--- config.mk ---
export PLATFORM = sky130hd
export DESIGN_NAME = dma_read_port_flat
export DESIGN_NICKNAME = d
export VERILOG_FILES = /design/src/rtl/dma_read_port_pkg.sv /design/src/rtl/dma_read_port_if.sv /design/src/rtl/dma_read_port.sv /design/src/flat_wrapper.sv
export SDC_FILE = /design/constraint.sdc
export NUM_CORES = 1
export LEC_CHECK = 0
export BUFFER_PORTS_ARGS = -buffer_cell sky130_fd_sc_hd__buf_2
export CAP_MARGIN = 25
export CORE_ASPECT_RATIO = 1.2
export CORE_MARGIN = 5
export CORE_UTILIZATION = 45
export DETAILED_ROUTE_END_ITERATION = 8
export PLACE_DENSITY = 0.77
export SLEW_MARGIN = 40
export SYNTH_ARGS = -nofsm -noshare
export SYNTH_HDL_FRONTEND = slang
export SYNTH_SLANG_ARGS = --single-unit
--- constraint.sdc ---
create_clock -name clk -period 5.3 [get_ports clk]
set_input_delay 1.06 -clock clk [delete_from_list [all_inputs] [get_ports clk]]
set_output_delay 1.06 -clock clk [all_outputs]
set_load 0.03 [all_outputs]
--- src/rtl/dma_read_port_pkg.sv ---
// Shared definitions for the engine memory ports: controller instruction codes,
// port FSM state encodings and the 32-bit memory word layout. The write-port
// block is expected to import these same definitions.
package dma_read_port_pkg;

  // Memory-controller instruction codes
  localparam logic [2:0] CMD_WRITE = 3'b000;
  localparam logic [2:0] CMD_READ  = 3'b001;

  // Port FSM state encodings, kept as plain constants so older tools and the
  // legacy write-port code can share them unchanged
  localparam logic [2:0] ST_IDLE    = 3'd0;
  localparam logic [2:0] ST_CMD     = 3'd1;
  localparam logic [2:0] ST_FETCH   = 3'd2;
  localparam logic [2:0] ST_EMIT_LO = 3'd3;
  localparam logic [2:0] ST_EMIT_HI = 3'd4;
  localparam logic [2:0] ST_DONE    = 3'd5;

  // One controller data word holds two fp16 values, the low half first in address order
  typedef struct packed {
    logic [15:0] hi;
    logic [15:0] lo;
  } mem_word_t;

endpackage

--- src/rtl/dma_read_port_if.sv ---
// Bus bundle between one engine read port and its memory-controller user port.
// master = the port logic (issues controller commands, drives engine strobes),
// slave  = the surrounding engine / controller side.
interface dma_read_port_if #(
  parameter int ADDR_W = 30
);

  // Engine side
  logic              reads_en;
  logic [ADDR_W-1:0] addr;
  logic              ob_we;
  logic [15:0]       ob_data;
  logic              burst_done;
  logic              addr_err;

  // Controller command side
  logic              cmd_en;
  logic [2:0]        cmd_instr;
  logic [5:0]        cmd_bl;
  logic [ADDR_W-1:0] cmd_byte_addr;
  logic              cmd_full;

  // Controller read-data side (first-word-fall-through FIFO)
  logic              rd_en;
  logic [31:0]       rd_data;
  logic              rd_empty;

  modport master (
    input  reads_en, addr, cmd_full, rd_data, rd_empty,
    output ob_we, ob_data, burst_done, addr_err,
    output cmd_en, cmd_instr, cmd_bl, cmd_byte_addr, rd_en
  );

  modport slave (
    output reads_en, addr, cmd_full, rd_data, rd_empty,
    input  ob_we, ob_data, burst_done, addr_err,
    input  cmd_en, cmd_instr, cmd_bl, cmd_byte_addr, rd_en
  );

endinterface

--- src/rtl/dma_read_port.sv ---
// Engine read port responder: on a request it issues one burst read to the
// memory controller, then unpacks each returned 32-bit word into two fp16
// halfwords (low half first) and strobes them to the engine. One burst is
// outstanding at a time; a request seen in IDLE always runs to completion.
module dma_read_port
  import dma_read_port_pkg::*;
#(
  parameter int BURST_LEN = 16,
  parameter int ADDR_W    = 30
) (
  input  logic            clk,
  input  logic            rst,
  dma_read_port_if.master bus
);

  localparam int               CNT_W     = $clog2(BURST_LEN) + 1;
  localparam logic [CNT_W-1:0] LAST_WORD = CNT_W'(BURST_LEN - 1);
  localparam logic [CNT_W-1:0] CNT_ONE   = CNT_W'(1);
  localparam logic [5:0]       CMD_BL    = 6'(BURST_LEN - 1);

  logic [2:0]        state_q, state_d;
  logic [CNT_W-1:0]  word_cnt_q, word_cnt_d;
  mem_word_t         word_q, word_d;
  logic [ADDR_W-1:0] byte_addr_q, byte_addr_d;
  logic              ob_we_q, ob_we_d;
  logic [15:0]       ob_data_q, ob_data_d;
  logic              burst_done_q, burst_done_d;
  logic              addr_err_q, addr_err_d;
  logic              cmd_en_q, cmd_en_d;
  logic              rd_en_q, rd_en_d;

  // The halfword address MSB falls off when converting to a byte address
  // (the byte address space wraps at the top)
  logic              addr_msb_unused_s;
  assign addr_msb_unused_s = bus.addr[ADDR_W-1];

  // Next-state and next-output decode for the burst FSM
  always_comb begin
    state_d      = state_q;
    word_cnt_d   = word_cnt_q;
    word_d       = word_q;
    byte_addr_d  = byte_addr_q;
    ob_data_d    = ob_data_q;
    ob_we_d      = 1'b0;
    burst_done_d = 1'b0;
    addr_err_d   = 1'b0;
    cmd_en_d     = 1'b0;
    rd_en_d      = 1'b0;

    case (state_q)
      ST_IDLE: begin
        if (bus.reads_en) begin
          // Halfword address -> byte address, aligned down to a 32-bit word
          byte_addr_d = {bus.addr[ADDR_W-2:1], 2'b00};
          word_cnt_d  = '0;
          addr_err_d  = bus.addr[0];
          state_d     = ST_CMD;
        end else begin
          state_d = ST_IDLE;
        end
      end

      ST_CMD: begin
        if (!bus.cmd_full) begin
          cmd_en_d = 1'b1;
          state_d  = ST_FETCH;
        end else begin
          state_d = ST_CMD;
        end
      end

      ST_FETCH: begin
        if (!bus.rd_empty) begin
          // FWFT: data is already valid, the pop strobe retires it
          rd_en_d = 1'b1;
          word_d  = mem_word_t'(bus.rd_data);
          state_d = ST_EMIT_LO;
        end else begin
          state_d = ST_FETCH;
        end
      end

      ST_EMIT_LO: begin
        ob_we_d   = 1'b1;
        ob_data_d = word_q.lo;
        state_d   = ST_EMIT_HI;
      end

      ST_EMIT_HI: begin
        ob_we_d   = 1'b1;
        ob_data_d = word_q.hi;
        if (word_cnt_q == LAST_WORD) begin
          state_d = ST_DONE;
        end else begin
          word_cnt_d = word_cnt_q + CNT_ONE;
          state_d    = ST_FETCH;
        end
      end

      ST_DONE: begin
        burst_done_d = 1'b1;
        state_d      = ST_IDLE;
      end

      default: begin
        state_d = ST_IDLE;
      end
    endcase
  end

  // State and registered outputs; reset abandons any burst in flight
  always_ff @(posedge clk) begin
    if (!rst) begin
      state_q      <= ST_IDLE;
      word_cnt_q   <= '0;
      word_q       <= '0;
      byte_addr_q  <= '0;
      ob_we_q      <= 1'b0;
      ob_data_q    <= 16'h0000;
      burst_done_q <= 1'b0;
      addr_err_q   <= 1'b0;
      cmd_en_q     <= 1'b0;
      rd_en_q      <= 1'b0;
    end else begin
      state_q      <= state_d;
      word_cnt_q   <= word_cnt_d;
      word_q       <= word_d;
      byte_addr_q  <= byte_addr_d;
      ob_we_q      <= ob_we_d;
      ob_data_q    <= ob_data_d;
      burst_done_q <= burst_done_d;
      addr_err_q   <= addr_err_d;
      cmd_en_q     <= cmd_en_d;
      rd_en_q      <= rd_en_d;
    end
  end

  assign bus.ob_we         = ob_we_q;
  assign bus.ob_data       = ob_data_q;
  assign bus.burst_done    = burst_done_q;
  assign bus.addr_err      = addr_err_q;
  assign bus.cmd_en        = cmd_en_q;
  assign bus.cmd_instr     = CMD_READ;
  assign bus.cmd_bl        = CMD_BL;
  assign bus.cmd_byte_addr = byte_addr_q;
  assign bus.rd_en         = rd_en_q;

endmodule

--- src/flat_wrapper.sv ---
// flat-port wrapper written by rule: the top's interface ports become plain ports
module dma_read_port_flat import dma_read_port_pkg::*;
#(
  parameter int BURST_LEN = 16,
  parameter int ADDR_W    = 30
)
  (clk, rst, bus_reads_en, bus_addr, bus_cmd_full, bus_rd_data, bus_rd_empty, bus_ob_we, bus_ob_data, bus_burst_done, bus_addr_err, bus_cmd_en, bus_cmd_instr, bus_cmd_bl, bus_cmd_byte_addr, bus_rd_en);
  dma_read_port_if #(.ADDR_W(ADDR_W)) bus_i ();
  input  logic clk;
  input  logic rst;
  input wire logic [$bits(bus_i.reads_en)-1:0] bus_reads_en;
  input wire logic [$bits(bus_i.addr)-1:0] bus_addr;
  input wire logic [$bits(bus_i.cmd_full)-1:0] bus_cmd_full;
  input wire logic [$bits(bus_i.rd_data)-1:0] bus_rd_data;
  input wire logic [$bits(bus_i.rd_empty)-1:0] bus_rd_empty;
  output wire logic [$bits(bus_i.ob_we)-1:0] bus_ob_we;
  output wire logic [$bits(bus_i.ob_data)-1:0] bus_ob_data;
  output wire logic [$bits(bus_i.burst_done)-1:0] bus_burst_done;
  output wire logic [$bits(bus_i.addr_err)-1:0] bus_addr_err;
  output wire logic [$bits(bus_i.cmd_en)-1:0] bus_cmd_en;
  output wire logic [$bits(bus_i.cmd_instr)-1:0] bus_cmd_instr;
  output wire logic [$bits(bus_i.cmd_bl)-1:0] bus_cmd_bl;
  output wire logic [$bits(bus_i.cmd_byte_addr)-1:0] bus_cmd_byte_addr;
  output wire logic [$bits(bus_i.rd_en)-1:0] bus_rd_en;
  assign bus_i.reads_en = bus_reads_en;
  assign bus_i.addr = bus_addr;
  assign bus_i.cmd_full = bus_cmd_full;
  assign bus_i.rd_data = bus_rd_data;
  assign bus_i.rd_empty = bus_rd_empty;
  assign bus_ob_we = bus_i.ob_we;
  assign bus_ob_data = bus_i.ob_data;
  assign bus_burst_done = bus_i.burst_done;
  assign bus_addr_err = bus_i.addr_err;
  assign bus_cmd_en = bus_i.cmd_en;
  assign bus_cmd_instr = bus_i.cmd_instr;
  assign bus_cmd_bl = bus_i.cmd_bl;
  assign bus_cmd_byte_addr = bus_i.cmd_byte_addr;
  assign bus_rd_en = bus_i.rd_en;
  dma_read_port #(.BURST_LEN(BURST_LEN), .ADDR_W(ADDR_W)) u_core (.clk(clk), .rst(rst), .bus(bus_i));
endmodule
* Word-level counts from Yosys, hierarchy flattened
Index checks and enable logic that the tools add are counted.
Storage, ports and cells: logic and storage cells 44, flip-flop bits (word level) 89
Operators by class: bitwise gates (word level) 1, equality and inequality tests 8, add/subtract/negate cells 1, muxes and demuxes 13, reductions and logical operators 10
Operator list (number):
- case mux 16 bit (2 select lines) | 1
- case mux 3 bit (5 select lines) | 1
- 2-to-1 mux 5 bit | 2
- case mux 5 bit (2 select lines) | 1
- AND reduction 2 bit | 4
- equality test 3 x 2 -> 1 bit (second input constant) | 2
- equality test 3 bit (second input constant) | 2
- 2-to-1 mux 1 bit | 6
- AND reduction 3 bit | 2
- adder 5 x 1 -> 5 bit (second input constant) | 1
- equality test 5 x 4 -> 1 bit (second input constant) | 1
- inequality test 2 bit (second input constant) | 2
- nonzero test 2 bit | 2
- equality test 3 x 1 -> 1 bit (second input constant) | 1
- zero test 3 bit | 1
- 2-to-1 mux 3 bit | 1
- 2-to-1 mux 2 bit | 1
- OR reduction 2 bit | 1
- inverter 1 bit | 1

* Depth between registers and ports, before layout
depth in word-level cells 3, depth in mapped cells 7, mapped depth without buffers 6

* Least setup slack after synthesis
No wires, ideal clock.
kind input-to-reg, start input port bus_reads_en, end register u_core.word_cnt_q[3], data arrival time 1.965 ns, stages on the path 5, data required time 5.171 ns, setup slack 3.206 ns, setup time 0.129 ns, path through or4b_4 > buf_6 > buf_6 > a22oi_2 > o32ai_1
Between the ends: longest elaborated chain between the ends 2
RTL lines:
- start, declared | RTL line flat_wrapper.sv:11 | input wire logic [$bits(bus_i.reads_en)-1:0] bus_reads_en;
- inequality test 2 bit (no source line)
- AND reduction 3 bit (no source line)
- end signal, assigned | RTL line dma_read_port.sv:126 | word_cnt_q <= word_cnt_d;
- end, declared | RTL line dma_read_port.sv:22 | logic [CNT_W-1:0] word_cnt_q, word_cnt_d;
No other way between the ends. A chain may end at the register's enable or synchronous reset.

* Worst setup path after layout
start input port bus_rd_empty, end register u_core.word_q[3] in the netlist's numbering
Between the ends: longest elaborated chain between the ends 2
RTL lines:
- start, declared | RTL line flat_wrapper.sv:15 | input wire logic [$bits(bus_i.rd_empty)-1:0] bus_rd_empty;
- inverter 1 bit (no source line)
- AND reduction 2 bit (no source line)
- end signal, assigned | RTL line dma_read_port.sv:127 | word_q <= word_d;
- end, declared | RTL line dma_read_port.sv:23 | mem_word_t word_q, word_d;
No other way between the ends.

==> reports/metrics.csv <==
stage;metric;value;unit
layout;Sequential cell area;1780;µm²
sta;Slew @ Worst Pin;0.693;ns
sta;Final TNS setup;0;ns
setup_path;Crit path required time;5.55;ns
route;Final ANT Viol Nets;0;
global_routing;largest net degree at the start of global routing;91;
yosys;post-synthesis sequential area ratio;0.485;
yosys;Syn. warnings;0;
layout;diode count;0;
job;Max-Cap Viols;0;
sta;Fmax achieved;459;MHz
sta;Max Slew Vio Count;0;
yosys;post-synth top area cell;dfxtp_1;
sta;unrepaired setup endpoints after global routing;no;
floorplan;Ports;127;
sta;final setup fails;0;
layout;Synth-to-Final Area Change;19.7;%
global_routing;initial antenna violation count;0;
clock_network;clock root cell;clkbuf_8;
clock_network;cts repair resizes;0;
route;wire per inst;12.5;µm
layout;layout cells sized above 1;0.274;
yosys;Synth Cell Area;3670;µm²
yosys;Synth Register Bits;89;
setup_path;Worst R2R Setup Slack;3.23;ns
clock_network;CTS Sinks;89;
clock_network;Post-CTS Setup Bufs;0;
yosys;Post-Syn Instances;418;
power_and_ir_drop;leakage;1.95;nW
status;status;finished, final reports clean;
setup_path;R2R depth;6;
route;DR iter-0 viols;124;
sta;Tmin final;2.18;ns
sta;Slew headroom;0.538;
yosys;Cell variety after synth;37;
route;Initial DRT Pass Iterations;4;
route;DR vias;2999;
floorplan;core box area;8060;µm²
yosys;Async SR Flop Fraction;0;
layout;final core utilization;0.545;
worst_hold_path;HP Class;reg -> reg;
setup_path;crit-path max FO;32;
yosys;ys flop type;dfxtp_1;
clock_network;H-tree levels;3;
route;DRC errors left;0;
setup_path;Crit Path Class;in -> reg;
floorplan;die area;10100;µm²
sta;fin crit share;0.411;
floorplan;Die Height;109;µm
placed_design;DP Wirelength;5.31;mm
clock_network;CTS buffer count;9;
setup_path;Startpoint Class;input pin;
global_routing;first-pass GRT wire length;12.6;mm
sta;setup ws final;3.12;ns
worst_hold_path;Min-Delay Endpoint;u_core.bus.cmd_byte_addr[20]$_SDFFE_PN0P_;
yosys;number of enable flip-flop cells after synthesis;0;
yosys;most frequent cell after synthesis;nand2_1;
worst_hold_path;Worst Hold Launch;u_core.bus.cmd_byte_addr[20]$_SDFFE_PN0P_;
setup_path;Critical Path End Type;flop;
sta;Setup Skew;0.00830;ns
global_routing;vias in the first global route;2870;
worst_hold_path;worst hold path depth;2;
clock_network;Max Buffers Root-to-Sink;2;
placed_design;DP Worst Slack;2.74;ns
yosys;largest family of logic cells by synthesized area;compound AO/OA/AOI/OAI gates;
clock_network;# hold bufs at CTS;0;
clock_network;Clock Latency Late Sink;0.35;ns
yosys;Post-Synth Simple-Gate Area;0.188;
global_routing;total track usage;0.156;
floorplan;row count;36;
yosys;Avg Cell Area, Syn;8.79;µm²
placed_design;Final Wtd Congestion;0.736;
sta;worst hold margin;0.454;ns
yosys;top cell type's share of synthesized area;0.485;
yosys;Post-synth top cells;nand2_1 (125), dfxtp_1 (89), a21boi_0 (55);
yosys;mux cell area share after synthesis;0.0439;
floorplan;effective utilization at floorplan;0.456;
sta;final hold vios;0;
setup_path;CP Data Arrival Time;2.42;ns
power_and_ir_drop;worst vdd ir;0.189;mV
floorplan;chip width;92.5;µm
global_routing;grt total ovfl;0;
yosys;Adder-Cell Fraction of Synth Area;0.00681;
route;Total Wirelength;7.64;mm
layout;area taken by multi-input logic gates;1660;µm²
layout;Final nets;579;
clock_network;CTS tree;yes;
yosys;Synth area leaders;dfxtp_1 (48%), nand2_1 (13%), a21boi_0 (11%);
layout;Layout fillers;775;
yosys;xor/xnor share of the synthesized area;0;
yosys;Synth Area in Compound Gates;0.200;
setup_path;RR Startpoint;u_core.word_cnt_q[0]$_SDFFE_PN0P_;
route;Via density;4.92;
setup_path;r2r endpoint;u_core.word_cnt_q[3]$_SDFFE_PN0P_;
placed_design;IO buf count;114;
clock_network;Clk pin slew, worst setup/hold paths;0.09;ns
power_and_ir_drop;total power;1.40;mW
setup_path;Worst Setup SP;bus_rd_empty;
power_and_ir_drop;Pwr Density;319;nW/µm²
## worst max-delay path, cell delays in order
cell and delay (ns):
buf_2 0.12, or4b_2 0.96, nand2_1 0.17, a21boi_0 0.09
## flip-flops by register name, indices dropped and copies added, names as in the netlist
name	flops
u_core.word_q	32
u_core.bus.cmd_byte_addr	28
u_core.bus.ob_data	16
u_core.word_cnt_q	5
u_core.state_q	3
u_core.bus.addr_err	1
u_core.bus.burst_done	1
u_core.bus.cmd_en	1
u_core.bus.ob_we	1
u_core.bus.rd_en	1
## metal layers
layer	routed length, µm	global-route usage
met5	0	0
met4	144	0.0796
met3	551	0.0435
met2	3680	0.269
met1	3260	0.177
## cells by family after synthesis
| logic type | count (synthesis) |
|---|---|
| simple gates | 153 |
| buf+inv | 48 |
| other cells | 2 |
| compound gates | 108 |
| fa+ha+maj | 2 |
| flops | 89 |
| mux | 16 |
## worst max-delay path by stage
stage                                              endpoint  slack [ns]  cells past startpoint
after floorplan           u_core.word_cnt_q[3]$_SDFFE_PN0P_        3.21                      5
after global placement        u_core.word_q[3]$_SDFFE_PN0P_        2.71                      4
after detailed placement      u_core.word_q[3]$_SDFFE_PN0P_        2.74                      4
after CTS                     u_core.word_q[3]$_SDFFE_PN0P_        3.13                      4
after global routing         u_core.word_q[31]$_SDFFE_PN0P_        3.06                      4
final                         u_core.word_q[3]$_SDFFE_PN0P_        3.12                      4
## per-stage QoR
stage / cells / instance area (µm²)
2_1_floorplan: 427 / 3710
3_3_place_gp: 593 / 4160
3_5_place_dp: 594 / 4170
4_1_cts: 610 / 4400
5_1_grt: 610 / 4400
6_report: 610 / 4400
## cell type report
| cell class | count | area share |
|---|---|---|
| tap | 95 | 0.0270 |
| sequential | 89 | 0.405 |
| multi-input combinational | 290 | 0.378 |
| timing repair buffer | 118 | 0.137 |
| inverter | 2 | 0.00171 |
| clock buffer | 9 | 0.0282 |
| clock inverter | 7 | 0.0233 |
## report_power, final
group          switching (mW)  internal [mW]  leakage (nW)
Combinational           0.111         0.0641          1.12
Sequential             0.0187          0.694         0.722
Clock                   0.245          0.270         0.110
Total                   0.375           1.03          1.95
## placed cells by master (no fill, tap or decap), types with 2 or more instances in the layout
cell	count
mux2i_1	15
clkbuf_8	9
nor4b_4	2
inv_6	2
buf_2	114
nor2b_1	2
nor3b_1	3
inv_1	2
nand3_1	5
bufinv_16	2
ha_1	2
clkinv_4	2
dfxtp_1	89
nand2b_1	5
and3_1	2
buf_4	4
a21boi_1	13
nor4b_1	2
conb_1	11
a21boi_0	55
a21oi_1	15
o21ai_0	18
nand2_1	125
Note: power is estimated with default switching activity, not from simulation.
